## config.mk

```make
export PLATFORM = sky130hd
export DESIGN_NAME = rv_mmio_monitor
export DESIGN_NICKNAME = d
export VERILOG_FILES = /design/src/rtl/rv_mmio_pkg.sv /design/src/rtl/rv_mmio_fifo.sv /design/src/rtl/rv_mmio_monitor.sv
export SDC_FILE = /design/constraint.sdc
export NUM_CORES = 1
export LEC_CHECK = 0
export ABC_AREA = 1
export BUFFER_PORTS_ARGS = -buffer_cell sky130_fd_sc_hd__buf_4
export CAP_MARGIN = 20
export CORE_MARGIN = 1.5
export CORE_UTILIZATION = 30
export DETAILED_ROUTE_END_ITERATION = 10
export PLACE_DENSITY = 0.54
export SYNTH_ARGS = -nofsm -noshare
export SYNTH_HDL_FRONTEND = slang
export SYNTH_HIERARCHICAL = 1
export SYNTH_SLANG_ARGS = --single-unit
export TNS_END_PERCENT = 1
```

## constraint.sdc

```tcl
create_clock -name clk -period 3.45 [get_ports clk]
set_input_delay 0.5175 -clock clk [delete_from_list [all_inputs] [get_ports clk]]
set_output_delay 0.5175 -clock clk [all_outputs]
set_load 0.05 [all_outputs]
```

## src/rtl/rv_mmio_pkg.sv

```systemverilog
// Shared types and default MMIO addresses for the end-of-test monitor.
// The constants are also consumed by the software test harness.
package rv_mmio_pkg;

  typedef enum logic [1:0] {
    StRun,
    StPass,
    StFail,
    StTimeout
  } mon_state_e;

  localparam logic [31:0] DefaultDoneAddr    = 32'h0000_2000;
  localparam logic [31:0] DefaultConsoleAddr = 32'h0000_2004;
  localparam logic [31:0] DefaultPassValue   = 32'hDEAD_BEEF;

endpackage

```

## src/rtl/rv_mmio_fifo.sv

```systemverilog
// Synchronous FIFO with a registered head; pointers carry one extra wrap bit
// so full and empty are distinguishable without a separate counter.
module rv_mmio_fifo #(
  parameter int unsigned WIDTH = 8,
  parameter int unsigned DEPTH = 16
) (
  input  logic             clk,
  input  logic             rst,
  input  logic             push,
  input  logic [WIDTH-1:0] push_data,
  input  logic             pop,
  output logic             full,
  output logic             empty,
  output logic [WIDTH-1:0] head
);

  localparam int unsigned AW = $clog2(DEPTH);

  logic [AW:0]      wr_ptr_q, rd_ptr_q, count;
  logic [WIDTH-1:0] mem_q [DEPTH];
  logic [WIDTH-1:0] head_q, head_d;
  logic [AW-1:0]    rd_next_idx;
  logic             do_push, do_pop;

  assign count       = wr_ptr_q - rd_ptr_q;
  assign empty       = (wr_ptr_q == rd_ptr_q);
  assign full        = (count == (AW+1)'(DEPTH));
  assign do_pop      = pop && !empty;
  assign do_push     = push && (!full || do_pop);
  assign rd_next_idx = rd_ptr_q[AW-1:0] + AW'(1);
  assign head        = head_q;

  // The entry behind the head is never the write slot unless only one entry remains.
  always_comb begin
    head_d = head_q;
    if (do_pop) begin
      if (count > (AW+1)'(1)) begin
        head_d = mem_q[rd_next_idx];
      end else if (do_push) begin
        head_d = push_data;
      end
    end else if (do_push && empty) begin
      head_d = push_data;
    end
  end

  always_ff @(posedge clk) begin
    if (rst) begin
      wr_ptr_q <= '0;
      rd_ptr_q <= '0;
      head_q   <= '0;
    end else begin
      if (do_push) wr_ptr_q <= wr_ptr_q + (AW+1)'(1);
      if (do_pop)  rd_ptr_q <= rd_ptr_q + (AW+1)'(1);
      head_q <= head_d;
    end
  end

  always_ff @(posedge clk) begin
    if (do_push) mem_q[wr_ptr_q[AW-1:0]] <= push_data;
  end

endmodule

```

## src/rtl/rv_mmio_monitor.sv

```systemverilog
// Passive end-of-test monitor: snoops data-memory stores for pass/fail/timeout
// termination, counts cycles and stores, and queues console bytes.
module rv_mmio_monitor
  import rv_mmio_pkg::*;
#(
  parameter int unsigned        ADDR_W         = 32,
  parameter int unsigned        DATA_W         = 32,
  parameter logic [ADDR_W-1:0]  DONE_ADDR      = ADDR_W'(DefaultDoneAddr),
  parameter logic [DATA_W-1:0]  PASS_VALUE     = DATA_W'(DefaultPassValue),
  parameter logic [ADDR_W-1:0]  CONSOLE_ADDR   = ADDR_W'(DefaultConsoleAddr),
  parameter int unsigned        FIFO_DEPTH     = 16,
  parameter int unsigned        CNT_W          = 32,
  parameter int unsigned        TIMEOUT_CYCLES = 1_000_000
) (
  input  logic              clk,
  input  logic              rst,
  input  logic [ADDR_W-1:0] dmem_addr,
  input  logic              dmem_we,
  input  logic [DATA_W-1:0] dmem_din,
  output logic              done_flag,
  output logic              pass_flag,
  output logic              fail_flag,
  output logic [DATA_W-1:0] fail_code,
  output logic              timeout_flag,
  output logic [CNT_W-1:0]  cycle_count,
  output logic [CNT_W-1:0]  store_count,
  output logic              console_valid,
  output logic [7:0]        console_data,
  input  logic              console_ready,
  output logic              console_overflow
);

  mon_state_e        state_q;
  logic [DATA_W-1:0] fail_code_q;
  logic [CNT_W-1:0]  cycle_q, store_q;
  logic              overflow_q;
  logic              done_hit, console_hit, running, wd_expire;
  logic              fifo_full, fifo_empty;

  assign done_hit    = dmem_we && (dmem_addr == DONE_ADDR);
  assign console_hit = dmem_we && (dmem_addr == CONSOLE_ADDR);
  assign running     = (state_q == StRun);
  assign wd_expire   = (TIMEOUT_CYCLES != 0) && (cycle_q == CNT_W'(TIMEOUT_CYCLES - 1));

  // A termination store takes priority over a watchdog expiry in the same cycle.
  always_ff @(posedge clk) begin
    if (rst) begin
      state_q     <= StRun;
      fail_code_q <= '0;
      cycle_q     <= '0;
      store_q     <= '0;
    end else if (running) begin
      if (cycle_q != '1) cycle_q <= cycle_q + CNT_W'(1);
      if (dmem_we && (store_q != '1)) store_q <= store_q + CNT_W'(1);
      if (done_hit) begin
        if (dmem_din == PASS_VALUE) begin
          state_q <= StPass;
        end else begin
          state_q     <= StFail;
          fail_code_q <= dmem_din;
        end
      end else if (wd_expire) begin
        state_q <= StTimeout;
      end
    end
  end

  // Full implies non-empty, so a ready consumer always frees a slot this cycle.
  always_ff @(posedge clk) begin
    if (rst) begin
      overflow_q <= 1'b0;
    end else if (console_hit && fifo_full && !console_ready) begin
      overflow_q <= 1'b1;
    end
  end

  rv_mmio_fifo #(
    .WIDTH(8),
    .DEPTH(FIFO_DEPTH)
  ) u_console_fifo (
    .clk      (clk),
    .rst      (rst),
    .push     (console_hit),
    .push_data(dmem_din[7:0]),
    .pop      (console_ready),
    .full     (fifo_full),
    .empty    (fifo_empty),
    .head     (console_data)
  );

  assign done_flag        = (state_q == StPass) || (state_q == StFail);
  assign pass_flag        = (state_q == StPass);
  assign fail_flag        = (state_q == StFail);
  assign timeout_flag     = (state_q == StTimeout);
  assign fail_code        = fail_code_q;
  assign cycle_count      = cycle_q;
  assign store_count      = store_q;
  assign console_valid    = !fifo_empty;
  assign console_overflow = overflow_q;

endmodule

```

* Yosys cells after proc, flatten, opt, wreduce, memory -nomap -nowiden
Memory sizes are Yosys's and may differ from the RTL's.
Cells that the tools add are included.
** Storage, ports and cells
- Flip-flop bits (word level) :: 117
- Memory bits (writable) :: 128
- Memories kept :: 1
** Memory list
- u_console_fifo.mem_q :: depth 16, bits a word 8, read ports 1, clocked after memory_dff 0, write ports 1, line rv_mmio_fifo.sv:20 : logic [WIDTH-1:0] mem_q [DEPTH];
** Cells by class
- Add/subtract/negate cells :: 6
- Order comparisons :: 1
- Equal/unequal tests :: 12
- Multiplexer cells :: 9
- Bitwise logic cells :: 1
- Reduce and logical (&&, ||, !) cells :: 21
** Operators by type and width (number)
- adder 32 x 1 -> 32 bit (second input constant) :: 2
- == test 32 x 14 -> 1 bit (second input constant) :: 2
- != test 32 bit (second input constant) :: 2
- == test 32 x 20 -> 1 bit (second input constant) :: 1
- == test 32 bit (second input constant) :: 1
- two-way mux 8 bit :: 4
- adder 5 x 1 -> 5 bit (second input constant) :: 2
- logical AND 1 bit :: 8
- AND reduction 2 bit :: 4
- two-way mux 2 bit :: 3
- == test 5 bit :: 1
- == test 5 bit (second input constant) :: 1
- > comparator 5 x 1 -> 1 bit (second input constant) :: 1
- subtractor 5 bit :: 1
- adder 4 x 1 -> 4 bit (second input constant) :: 1
- == test 2 bit (second input constant) :: 2
- nonzero test 2 bit :: 2
- zero test 1 bit :: 3
- != test 3 x 2 -> 1 bit (second input constant) :: 1
- AND reduction 3 bit :: 1
- == test 2 x 1 -> 1 bit (second input constant) :: 1
- zero test 2 bit :: 1
- logical OR 1 bit :: 2
- two-way mux 1 bit :: 2
- inverter 1 bit :: 1

* Longest topological paths before layout
Gate-level depths: netlist of run 1.
- Depth after elaboration :: 8
- Depth in mapped cells :: 16
- Gate-level depth less buffers :: 16

* By module
The synthesis of run 1 kept the hierarchy.
** By module, submodules not included
- rv_mmio_fifo :: times used 1, cells an instance 635, area an instance 6462.4 µm², sequential area each 4204.0 µm²
- rv_mmio_monitor :: times used 1, cells an instance 980, area an instance 5784.3 µm², sequential area each 1981.9 µm²

* Least setup slack after synthesis of run 1
No wires, ideal clock.
- Path type :: flip-flop to flip-flop
- Start point :: reg u_console_fifo.wr_ptr_q[0]
- End point :: mem u_console_fifo.mem_q[0][0] (enable)
- Library setup time :: 0.370 ns
- Arrival :: 2.285 ns
- Data required time :: 3.080 ns
- Slack :: 0.794 ns
- Cell stages (with the launch flop) :: 16
- Path buffers :: 0
- Clock period less this slack :: 2.656 ns
- Cells stage by stage :: dfxtp_1 > inv_1 > ha_1 > inv_1 > fa_1 > nand2_1 > nand2_1 > nand2_1 > nand2_1 > nand2_1 > nor2_1 > nand3_1 > nand2_1 > inv_1 > nand2_1 > nor2_1
** Between the ends
- Word-level cells in the longest chain between the ends :: 7
- Elaborated cells on any way between the ends :: 10
- Those cells by class :: add/sub (1); eq/ne (2); mux (2); reduce/logical (5)
** Ends and longest elaborated chain
- start: declaration :: line rv_mmio_fifo.sv:19 : logic [AW:0] wr_ptr_q, rd_ptr_q, count;
- start signal: assignment :: line rv_mmio_fifo.sv:53 : if (do_push) wr_ptr_q <= wr_ptr_q + (AW+1)'(1);
- subtractor 5 bit or == test 5 bit (tied branches) :: line rv_mmio_fifo.sv:25, rv_mmio_fifo.sv:26
- == test 5 bit or zero test 1 bit (tied branches) :: line rv_mmio_fifo.sv:27, rv_mmio_fifo.sv:28
- zero test 1 bit or logical AND 1 bit (tied branches) :: line rv_mmio_fifo.sv:29, rv_mmio_fifo.sv:28
- logical OR 1 bit :: line rv_mmio_fifo.sv:29 : assign do_push = push && (!full || do_pop);
- logical AND 1 bit :: line rv_mmio_fifo.sv:29
- two-way mux 1 bit :: line rv_mmio_fifo.sv:60 : if (do_push) mem_q[wr_ptr_q[AW-1:0]] <= push_data;
- two-way mux 1 bit (not written as such) :: line rv_mmio_fifo.sv:60
- end: declaration :: line rv_mmio_fifo.sv:20
Parallel ways exist; a longest one is shown, timed or not.

* Worst setup path in the final report of run 1
- Start point :: reg u_console_fifo.wr_ptr_q[0]
- End point :: mem u_console_fifo.mem_q[14][1] (enable)
Same word-level chain as after synthesis.

==> impl_metrics.yaml, run 1 <==
status:
  status: "complete, no violations"
setup_path:
  r2r.worst_path.cells: 15
  reg2reg_from: "u_console_fifo/wr_ptr_q[0]$_SDFFE_PP0P_"
  rrSetupSlack_ns: 0.37
  cp_data_arrival_time_ns: 3.26
  crit_type: "reg2reg"
  critPathRequiredTime_ns: 3.62
  cp-start-kind: "flop"
  r2r-end: "u_console_fifo/mem_q[14][1]$_DFFE_PP_"
  end_kind: "flop"
  path_max_fanout: 8
routing:
  first_iter_violations: 673
  dr.pass1.iters: 5
  viasPerCell: 4.55
  wl_per_cell_um: 15.3
  wl_mm: 35.7
  vias: 10601
  drc: 0
  ant_nets: 0
cts:
  post_cts_resized: 0
  cts_root_buf: "clkbuf_16"
  cts_tree: "done"
  cts_setup_buffers: 0
  clk_path_buf_depth: 3
  cts_hold_buffers: 0
  cts.sinks: 245
  cts.clk_slew.worst_paths_ns: 0.06
  htreeDepth: 1
  insertion_delay_ns: 0.56
  cts_buffers: 29
hold_path:
  hp-class: "in2reg"
  hold_depth: 3
  hp-start: "dmem_din[12]"
  hold_end: "fail_code[12]$_SDFFE_PP0P_"
placement:
  pre_cts_slack_ns: 0.422
  gp_congestion: 0.898
  hpwl_mm: 24.8
  numPortBuffers: 177
yosys:
  ys_ff_latch: 245
  synth-adder-area-share_pct: 1.70
  synthCells: 1615
  synth_area_leaders: "edfxtp_1 31%, dfxtp_1 19%, nand2_1 15%"
  synth_compound_area_share_pct: 5.40
  synth.top_cell.area_share_pct: 31.4
  synth_top_family_by_area: "simple AND/OR/NAND/NOR gates"
  syn_area_per_cell_um2: 7.58
  synth_cell_types: 39
  yosysSeqAreaShare_pct: 50.5
  syn-cell-area_um2: 12200
  syn_nets: 1699
  yosysTopAreaCell: "edfxtp_1"
  synth.area.mux_share_pct: 0
  synth-simple-area-share_pct: 33.7
  yosys.area_share.xor_xnor_pct: 2.09
  yosysWarningCount: 6
pwr:
  net-switching-power_mw: 3.21
  switching_share_pct: 35.7
  power.leakage_nw: 6.18
  p_comb_share_pct: 30.8
  power_mw: 9.00
  power.share.sequential_pct: 35.1
  cellPowerDensity_nw_per_um2: 601
  power_frac_clock_pct: 34.0
  ir_drop_mv: 0.411
  p_int_mw: 5.79
sta:
  max_slew.worst_pin.slew_ns: 1.05
  fin_crit_ns: 3.08
  max_freq_mhz: 325
  relSlewSlack_pct: 30.2
  worst_slack_ns: 0.369
  setup-violations-final: 0
  finalHoldViolations: 0
  maxSlewViolCount: 0
  finalCritPeriodShare_pct: 89.3
  fin_skew_ns: 0.0173
  tns_ns: 0
  grt_setup_unrepaired: "no"
floorplanning:
  initial_core_util_pct: 30.6
  core_um2: 40000
  dieArea_um2: 42000
  die_y_um: 205
  io_pins: 178
  rows: 73
  die_w_um: 205
final_layout:
  syn_to_final_growth_pct: 22.2
  fillers: 4183
  nets: 1867
  final_cell_mix: "495 x nand2_1, 365 x nor2_1, 191 x buf_4"
  drive_gt1_share_pct: 15.0
  diodes: 0
  final_common_cell: "nand2_1"
global_routing:
  grt_first_pass_wirelength_mm: 56.0
  gr-usage-all-layers_pct: 16.8
  grt_max_degree: 67
  antenna_found_initial: 0
  grt_overflow: 0
  grt_pass1_vias: 10310
job:
  drv_cap: 0
## layer usage
metal	global-route usage, %	routed length [um]
met1	21.2	15700
met2	29.2	17300
met4	4.90	817
met5	0	0
met3	3.18	1960
## power groups by stage
stage	combinational [mW]	clock (mW)	sequential, mW
after floorplan	1.90	0	3.32
after global placement	2.75	0	3.22
after detailed placement	2.75	0	3.22
after CTS	2.77	3.15	3.16
after global routing	3.09	3.26	3.17
final	2.78	3.06	3.16
## registers in the layout (all words and copies together), names as in the netlist
register,flops
u_console_fifo/mem_q,128
u_console_fifo/wr_ptr_q,5
u_console_fifo/head,8
u_console_fifo/rd_ptr_q,5
fail_code,32
console_overflow,1
cycle_count,32
store_count,32
state_q,2
## Yosys cell counts, drive strengths merged
library cell and number:
a21oi 59, and2 3, and3 2, buf 31
clkbuf 23, clkinv 1, dfxtp 117, edfxtp 128
fa 1, ha 15, inv 130, nand2 504
nand3 97, nand3b 6, nand4 6, nor2 380
nor2b 1, nor3 13, nor3b 1, nor4 1
o21ai 68, o21bai 2, or2 1, xnor2 6
xor2 19
## critical path, stage by stage, from the launching register on
cell and delay [ns]:
dfxtp_1 0.34, inv_1 0.14, ha_1 0.17, inv_1 0.06
fa_1 0.40, nand2_1 0.08, nand2_1 0.09, nand2_1 0.08
nand2_1 0.05, nand2_1 0.07, nor2_1 0.04, nand3_1 0.11
nand2_1 0.11, inv_1 0.17, nand2_1 0.19, nor2_1 0.61
## final cells by class
cell class                      instances  area [um2]  share of cell area (%)
Sequential cell                       245        6190                    41.3
Tap cell                              525         657                    4.39
Clock buffer                           34         744                    4.97
Clock inverter                         18         194                    1.30
Timing Repair Buffer                  191        1430                    9.58
Inverter                              131         494                    3.30
Multi-Input combinational cell       1185        5260                    35.1
## through the flow
stage / area (um2) / utilization, % / hold slack (ns) / instances
floorplan: 12200 / - / 0.503 / 1615
global placement: 14000 / 35.1 / 0.447 / 2277
detailed placement: 14000 / 35.1 / 0.467 / 2277
CTS: 15000 / 37.4 / 0.177 / 2329
global route: 15000 / 37.4 / 0.188 / 2329
finish: 15000 / 37.4 / 0.203 / 2329
## worst max path at each step
stage | from | to
2_1_floorplan | u_console_fifo/wr_ptr_q[0]$_SDFFE_PP0P_ | u_console_fifo/mem_q[0][0]$_DFFE_PP_
3_3_place_gp | u_console_fifo/wr_ptr_q[0]$_SDFFE_PP0P_ | u_console_fifo/mem_q[5][2]$_DFFE_PP_
3_5_place_dp | u_console_fifo/wr_ptr_q[0]$_SDFFE_PP0P_ | u_console_fifo/mem_q[9][0]$_DFFE_PP_
4_1_cts | u_console_fifo/wr_ptr_q[0]$_SDFFE_PP0P_ | u_console_fifo/mem_q[14][1]$_DFFE_PP_
5_1_grt | u_console_fifo/wr_ptr_q[0]$_SDFFE_PP0P_ | u_console_fifo/mem_q[14][1]$_DFFE_PP_
6_report | u_console_fifo/wr_ptr_q[0]$_SDFFE_PP0P_ | u_console_fifo/mem_q[14][1]$_DFFE_PP_
## logic make-up after synthesis
logic type	count (synthesis)
xor gates and xnor gates	25
DFF	245
buffers and inverters	185
AOI/OAI and AO/OA	129
and+or+nand+nor	1015
adders and majority gates	16
No activity file was read; power rests on OpenSTA's default activity.
==> inputs of run 2 (changes only) <==
Clock period 3.45 ns to 3.71 ns, I/O delays scaled along.
==> run 2 against run 1 <==
Compared with the run above:
- largest power group is now clock
- final area grew 0.13%
- global-route usage decreased by 0.10 points
- cell count decreased by 0.13%
- routed wire length is 2.3% lower
- critical endpoint is now u_console_fifo/mem_q[6][0]$_DFFE_PP_
- via count is 0.50% higher
- die area unchanged
- worst hold slack improved by 0.033 ns
- flip-flop and latch count stayed put
- clock power shrank 4%
- core utilization up 0.050 points
- worst setup slack improved by 0.089 ns
==> impl_metrics.yaml, run 2 (synthesis gave the netlist of run 1 again) <==
routing:
  drc: 0
  dr.pass1.iters: 7
  wl_mm: 34.9
  wl_per_cell_um: 15.0
  first_iter_violations: 672
  viasPerCell: 4.58
  ant_nets: 0
  vias: 10654
sta:
  finalCritPeriodShare_pct: 87.7
  tns_ns: 0
  fin_skew_ns: 0.0104
  relSlewSlack_pct: 31.4
  maxSlewViolCount: 0
  setup-violations-final: 0
  max_freq_mhz: 307
  grt_setup_unrepaired: "no"
  fin_crit_ns: 3.25
  max_slew.worst_pin.slew_ns: 1.03
  finalHoldViolations: 0
cts:
  insertion_delay_ns: 0.55
  cts.sinks: 245
  cts.clk_slew.worst_paths_ns: 0.06
  cts_buffers: 29
  cts_root_buf: "clkbuf_16"
  cts_hold_buffers: 0
  cts_setup_buffers: 0
  cts_tree: "done"
  post_cts_resized: 0
  htreeDepth: 1
  clk_path_buf_depth: 3
pwr:
  p_comb_share_pct: 30.2
  power_mw: 8.43
  switching_share_pct: 35.2
  cellPowerDensity_nw_per_um2: 563
  ir_drop_mv: 0.368
  power_frac_clock_pct: 35.0
  p_int_mw: 5.46
  power.leakage_nw: 6.16
  power.share.sequential_pct: 34.9
  net-switching-power_mw: 2.97
placement:
  hpwl_mm: 24.3
  gp_congestion: 0.878
  numPortBuffers: 177
setup_path:
  cp-start-kind: "flop"
  path_cells: "inv_1, ha_1, nand2_1, inv_1, nand3_1, nand2_1, nand3_1, nand2_1, inv_1, nand2_1, nor2_1"
  cp_data_arrival_time_ns: 3.43
  crit_buf_inv: 3
  end_kind: "flop"
  crit_family: "simple AND/OR/NAND/NOR gates"
  critPathMaxStageDelay_ns: 0.58
  cpMostUsedCell: "nand2_1"
  slowest_stage: "nor2_1"
  path_max_fanout: 13
  crit_type: "reg2reg"
  critPathRequiredTime_ns: 3.89
global_routing:
  grt.busiest_layer: "met2"
  grt_max_degree: 68
  gr-usage-all-layers_pct: 16.7
  grt_first_pass_wirelength_mm: 56.0
  use_met3_pct: 3.23
  antenna_found_initial: 0
  use_met2_pct: 28.8
  grt_overflow: 0
  grt_pass1_vias: 10462
  use_met1_pct: 21.6
floorplanning:
  core_um2: 40000
  rows: 73
  io_pins: 178
  die_w_um: 205
  initial_core_util_pct: 30.6
  die_y_um: 205
  dieArea_um2: 42000
hold_path:
  hp-class: "in2reg"
final_layout:
  largest_register_ffs: 128
  final_cell_mix: "495 x nand2_1, 365 x nor2_1, 187 x buf_4"
  syn_to_final_growth_pct: 22.4
  drive_gt1_share_pct: 15.0
  final_common_cell: "nand2_1"
  diodes: 0
  nets: 1863
status:
  status: "complete, no violations"
job:
  drv_cap: 0
==> run 2: changes by cell type in the layout (fill, tap and decap cells not counted), sizes merged <==
cell / previous run / this run
clkinv: 13 / 7
clkinvlp: 0 / 6
buf: 191 / 187
bufinv: 4 / 5
==> run 2: tightest hold or removal path: stages <==
cell	delay, ns
buf_4	0.08
nor2_1	0.03
nor2_1	0.08
==> run 2: worst paths after layout <==
path	startpoint	endpoint	slack, ns	cells past startpoint
min reg2reg	console_overflow$_SDFFE_PP0P_	console_overflow$_SDFFE_PP0P_	0.46	2
min	dmem_din[12]	fail_code[12]$_SDFFE_PP0P_	0.24	3
max reg2reg	u_console_fifo/rd_ptr_q[2]$_SDFFE_PP0N_	u_console_fifo/mem_q[6][0]$_DFFE_PP_	0.46	11
max	u_console_fifo/rd_ptr_q[2]$_SDFFE_PP0N_	u_console_fifo/mem_q[6][0]$_DFFE_PP_	0.46	11
==> run 2: power by group through the flow <==
stage	sequential, mW	clock, mW	combinational, mW
after floorplan	3.09	0	1.77
after global placement	3.00	0	2.55
after detailed placement	3.00	0	2.54
after CTS	2.94	3.04	2.55
after global routing	2.94	3.14	2.88
final	2.94	2.95	2.55
==> run 2: per-stage QoR <==
step / hold WS, ns / instance area [um2] / util [%] / instances / setup WS, ns
finish: 0.235 / 15000 / 37.5 / 2326 / 0.457
global route: 0.230 / 15000 / 37.5 / 2326 / 0.132
CTS: 0.197 / 15000 / 37.5 / 2326 / 0.443
detailed placement: 0.454 / 14000 / 35.0 / 2273 / 0.462
global placement: 0.448 / 14000 / 35.0 / 2273 / 0.518
floorplan: 0.503 / 12200 / - / 1615 / 1.05
==> run 2: layout make-up <==
| cell class | count | area [um2] |
|---|---|---|
| multi-input combinational | 1185 | 5260 |
| sequential | 245 | 6190 |
| tap | 525 | 657 |
| timing repair buffer | 187 | 1400 |
| clock inverter | 19 | 234 |
| clock buffer | 34 | 754 |
| fill | 4200 | 25000 |
| inverter | 131 | 494 |
==> run 2: layer usage <==
| layer | vias to the layer above | wire length [um] |
|---|---|---|
| li1 | 5441 | - |
| met1 | 4969 | 15800 |
| met2 | 203 | 16900 |
| met3 | 41 | 1760 |
| met4 | 0 | 501 |
| met5 | - | 0 |
==> inputs of run 3 (changes only) <==
Settings changed: CORE_ASPECT_RATIO from default to 1.4, PLACE_DENSITY 0.54 to 0.55, SYNTH_HIERARCHICAL 1 to default.
==> run 3 against run 2 <==
Compared with the run above:
- global-route usage increased by 1.1 points
- via count decreased by 5.7%
- routed wire length increased by 2.0%
- register-to-register slack improved by 0.24 ns
- final area decreased by 4.8%
- area after synthesis decreased by 5.3%
- die area decreased by 5.2%
- synthesized cell count decreased by 13%
- critical endpoint is now u_console_fifo.mem_q[6][0]$_DFFE_PP_
==> impl_metrics.yaml, run 3 <==
final_layout:
  stdcell_count: 2061
  largest_register_ffs: 128
  diodes: 0
  syn_to_final_growth_pct: 23.0
  drive_gt1_share_pct: 15.9
  fillers: 3923
  final_cell_mix: "297 x nand2_1, 284 x nor2_1, 195 x buf_4"
  nets: 1648
  final_common_cell: "nand2_1"
hold_path:
  hp-class: "in2reg"
  hold_end: "fail_code[10]$_SDFFE_PP0P_"
  hp-start: "dmem_din[10]"
  hold_depth: 3
yosys:
  ys.flop_type: "edfxtp_1"
  yosysTopAreaCell: "edfxtp_1"
  syn-cell-area_um2: 11600
  synthCells: 1399
  yosysWarningCount: 0
  synth_most_common_cell: "nand2_1"
  synth_area_leaders: "edfxtp_1 33%, dfxtp_1 20%, nand2_1 9.6%"
  synth_common_cells: "297 x nand2_1, 284 x nor2_1, 128 x edfxtp_1"
  synth.top_cell.area_share_pct: 33.1
  synth_cell_types: 34
  synth_enable_flop_cells: 128
  synthArstFlopShare_pct: 0
  syn_nets: 1483
  ys_ff_latch: 245
  syn_area_per_cell_um2: 8.29
  yosysSeqAreaShare_pct: 53.3
cts:
  cts.clk_slew.worst_paths_ns: 0.06
  cts_hold_buffers: 0
  cts_setup_buffers: 0
  post_cts_resized: 0
  clk_path_buf_depth: 3
  insertion_delay_ns: 0.54
  cts_root_buf: "clkbuf_16"
  cts.sinks: 245
  cts_buffers: 26
  cts_tree: "done"
  htreeDepth: 1
sta:
  grt_setup_unrepaired: "no"
  fin_crit_ns: 3.02
  setup-violations-final: 0
  fin_skew_ns: 0.0165
  finalCritPeriodShare_pct: 81.3
  maxSlewViolCount: 0
  relSlewSlack_pct: 53.5
  max_slew.worst_pin.slew_ns: 0.694
  tns_ns: 0
  max_freq_mhz: 331
  finalHoldViolations: 0
  whs_ns: 0.254
floorplanning:
  die_y_um: 236
  io_pins: 178
  rows: 85
  initial_core_util_pct: 30.3
  dieArea_um2: 39900
  core_um2: 38300
  die_w_um: 169
global_routing:
  grt_overflow: 0
  grt_pass1_vias: 9980
  antenna_found_initial: 0
  grt_first_pass_wirelength_mm: 55.3
  gr-usage-all-layers_pct: 17.8
  grt_max_degree: 68
setup_path:
  critPathRequiredTime_ns: 3.88
  end_kind: "flop"
  path_cells: "inv_1, ha_1, nand2_1, inv_1, nand4_1, nand2_1, nand3_1, nand2_2, inv_1, nand2_1, nor2_1"
  cp_data_arrival_time_ns: 3.18
  slowest_stage: "nor2_1"
  crit_type: "reg2reg"
  path_max_fanout: 12
  reg2reg_from: "u_console_fifo.rd_ptr_q[2]$_SDFFE_PP0P_"
  rrSetupSlack_ns: 0.69
  r2r.worst_path.cells: 11
  crit_family: "simple AND/OR/NAND/NOR gates"
  r2r-end: "u_console_fifo.mem_q[6][0]$_DFFE_PP_"
  cp-start-kind: "flop"
  crit_buf_inv: 3
  critPathMaxStageDelay_ns: 0.55
pwr:
  power_mw: 8.00
  power.leakage_nw: 5.50
  ir_drop_mv: 0.357
  cellPowerDensity_nw_per_um2: 561
routing:
  wl_per_cell_um: 17.3
  first_iter_violations: 632
  dr.pass1.iters: 6
  viasPerCell: 4.88
  wl_mm: 35.6
  drc: 0
  ant_nets: 0
  vias: 10048
placement:
  hpwl_mm: 25.4
  dp.cells: 2014
  gp_congestion: 0.870
  numPortBuffers: 177
job:
  drv_cap: 0
status:
  status: "complete, no violations"
## run 3: changes by cell type after synthesis, sizes merged, moves of 6 or more
cell,change
nand2,-204
nor2,-96
nand3,-47
o21ai,+47
inv,-41
nor3,+36
o211ai,+32
xor2,+18
nand4,+16
a21oi,+13
xnor2,+7
clkbuf,+6
## run 3: power by group
group	internal, mW	switching [mW]
registers	2.89	0.0405
logic	0.749	1.68
clock network	1.53	1.10
total	5.18	2.82
## run 3: logic make-up after synthesis
group	share of synthesized area, %
flip-flops	53.3
buffers and inverters	5.22
XOR/XNOR	3.91
AO/OA/AOI/OAI	10.4
AND/OR/NAND/NOR	25.3
adder cells (fa/ha/maj)	1.79
## run 3: metrics by stage
stage	setup WS (ns)	util (%)	area, um2
global route	0.406	37.3	14300
detailed placement	0.711	35.0	13400
global placement	0.777	35.0	13400
CTS	0.707	37.3	14300
finish	0.693	37.3	14300
floorplan	0.972	-	11600
## run 3: tightest hold or removal path, cell delays in order
cell	delay (ns)
buf_4	0.08
nor2_1	0.04
nor2_1	0.08
## run 3: layout make-up
class | count | area (um2) | area share, %
Clock buffer | 29 | 683 | 4.79
Clock inverter | 18 | 173 | 1.21
Inverter | 89 | 334 | 2.34
Multi-Input combinational cell | 1006 | 4810 | 33.7
Sequential cell | 245 | 6190 | 43.4
Tap cell | 478 | 598 | 4.19
Timing Repair Buffer | 196 | 1480 | 10.4
## run 3: routing by layer
metal  track usage, %  wire, um  vias to the layer above
met3             2.57      1630                       81
met4             9.87      1800                        0
met5                0         0                        -
met1             20.0     14000                     4679
li1                 -         -                     4982
met2             32.0     18200                      306
## run 3: worst max-delay path by stage
stage,startpoint,to,slack [ns],depth (start not counted)
after CTS,u_console_fifo.rd_ptr_q[2]$_SDFFE_PP0P_,u_console_fifo.mem_q[6][0]$_DFFE_PP_,0.71,11
final,u_console_fifo.rd_ptr_q[2]$_SDFFE_PP0P_,u_console_fifo.mem_q[6][0]$_DFFE_PP_,0.69,11
after global placement,u_console_fifo.wr_ptr_q[0]$_SDFFE_PP0P_,u_console_fifo.mem_q[10][4]$_DFFE_PP_,0.78,14
after global routing,u_console_fifo.wr_ptr_q[0]$_SDFFE_PP0P_,u_console_fifo.mem_q[13][6]$_DFFE_PP_,0.41,14
after floorplan,u_console_fifo.rd_ptr_q[2]$_SDFFE_PP0P_,u_console_fifo.mem_q[11][0]$_DFFE_PP_,0.97,11
after detailed placement,u_console_fifo.wr_ptr_q[0]$_SDFFE_PP0P_,u_console_fifo.mem_q[6][2]$_DFFE_PP_,0.71,14
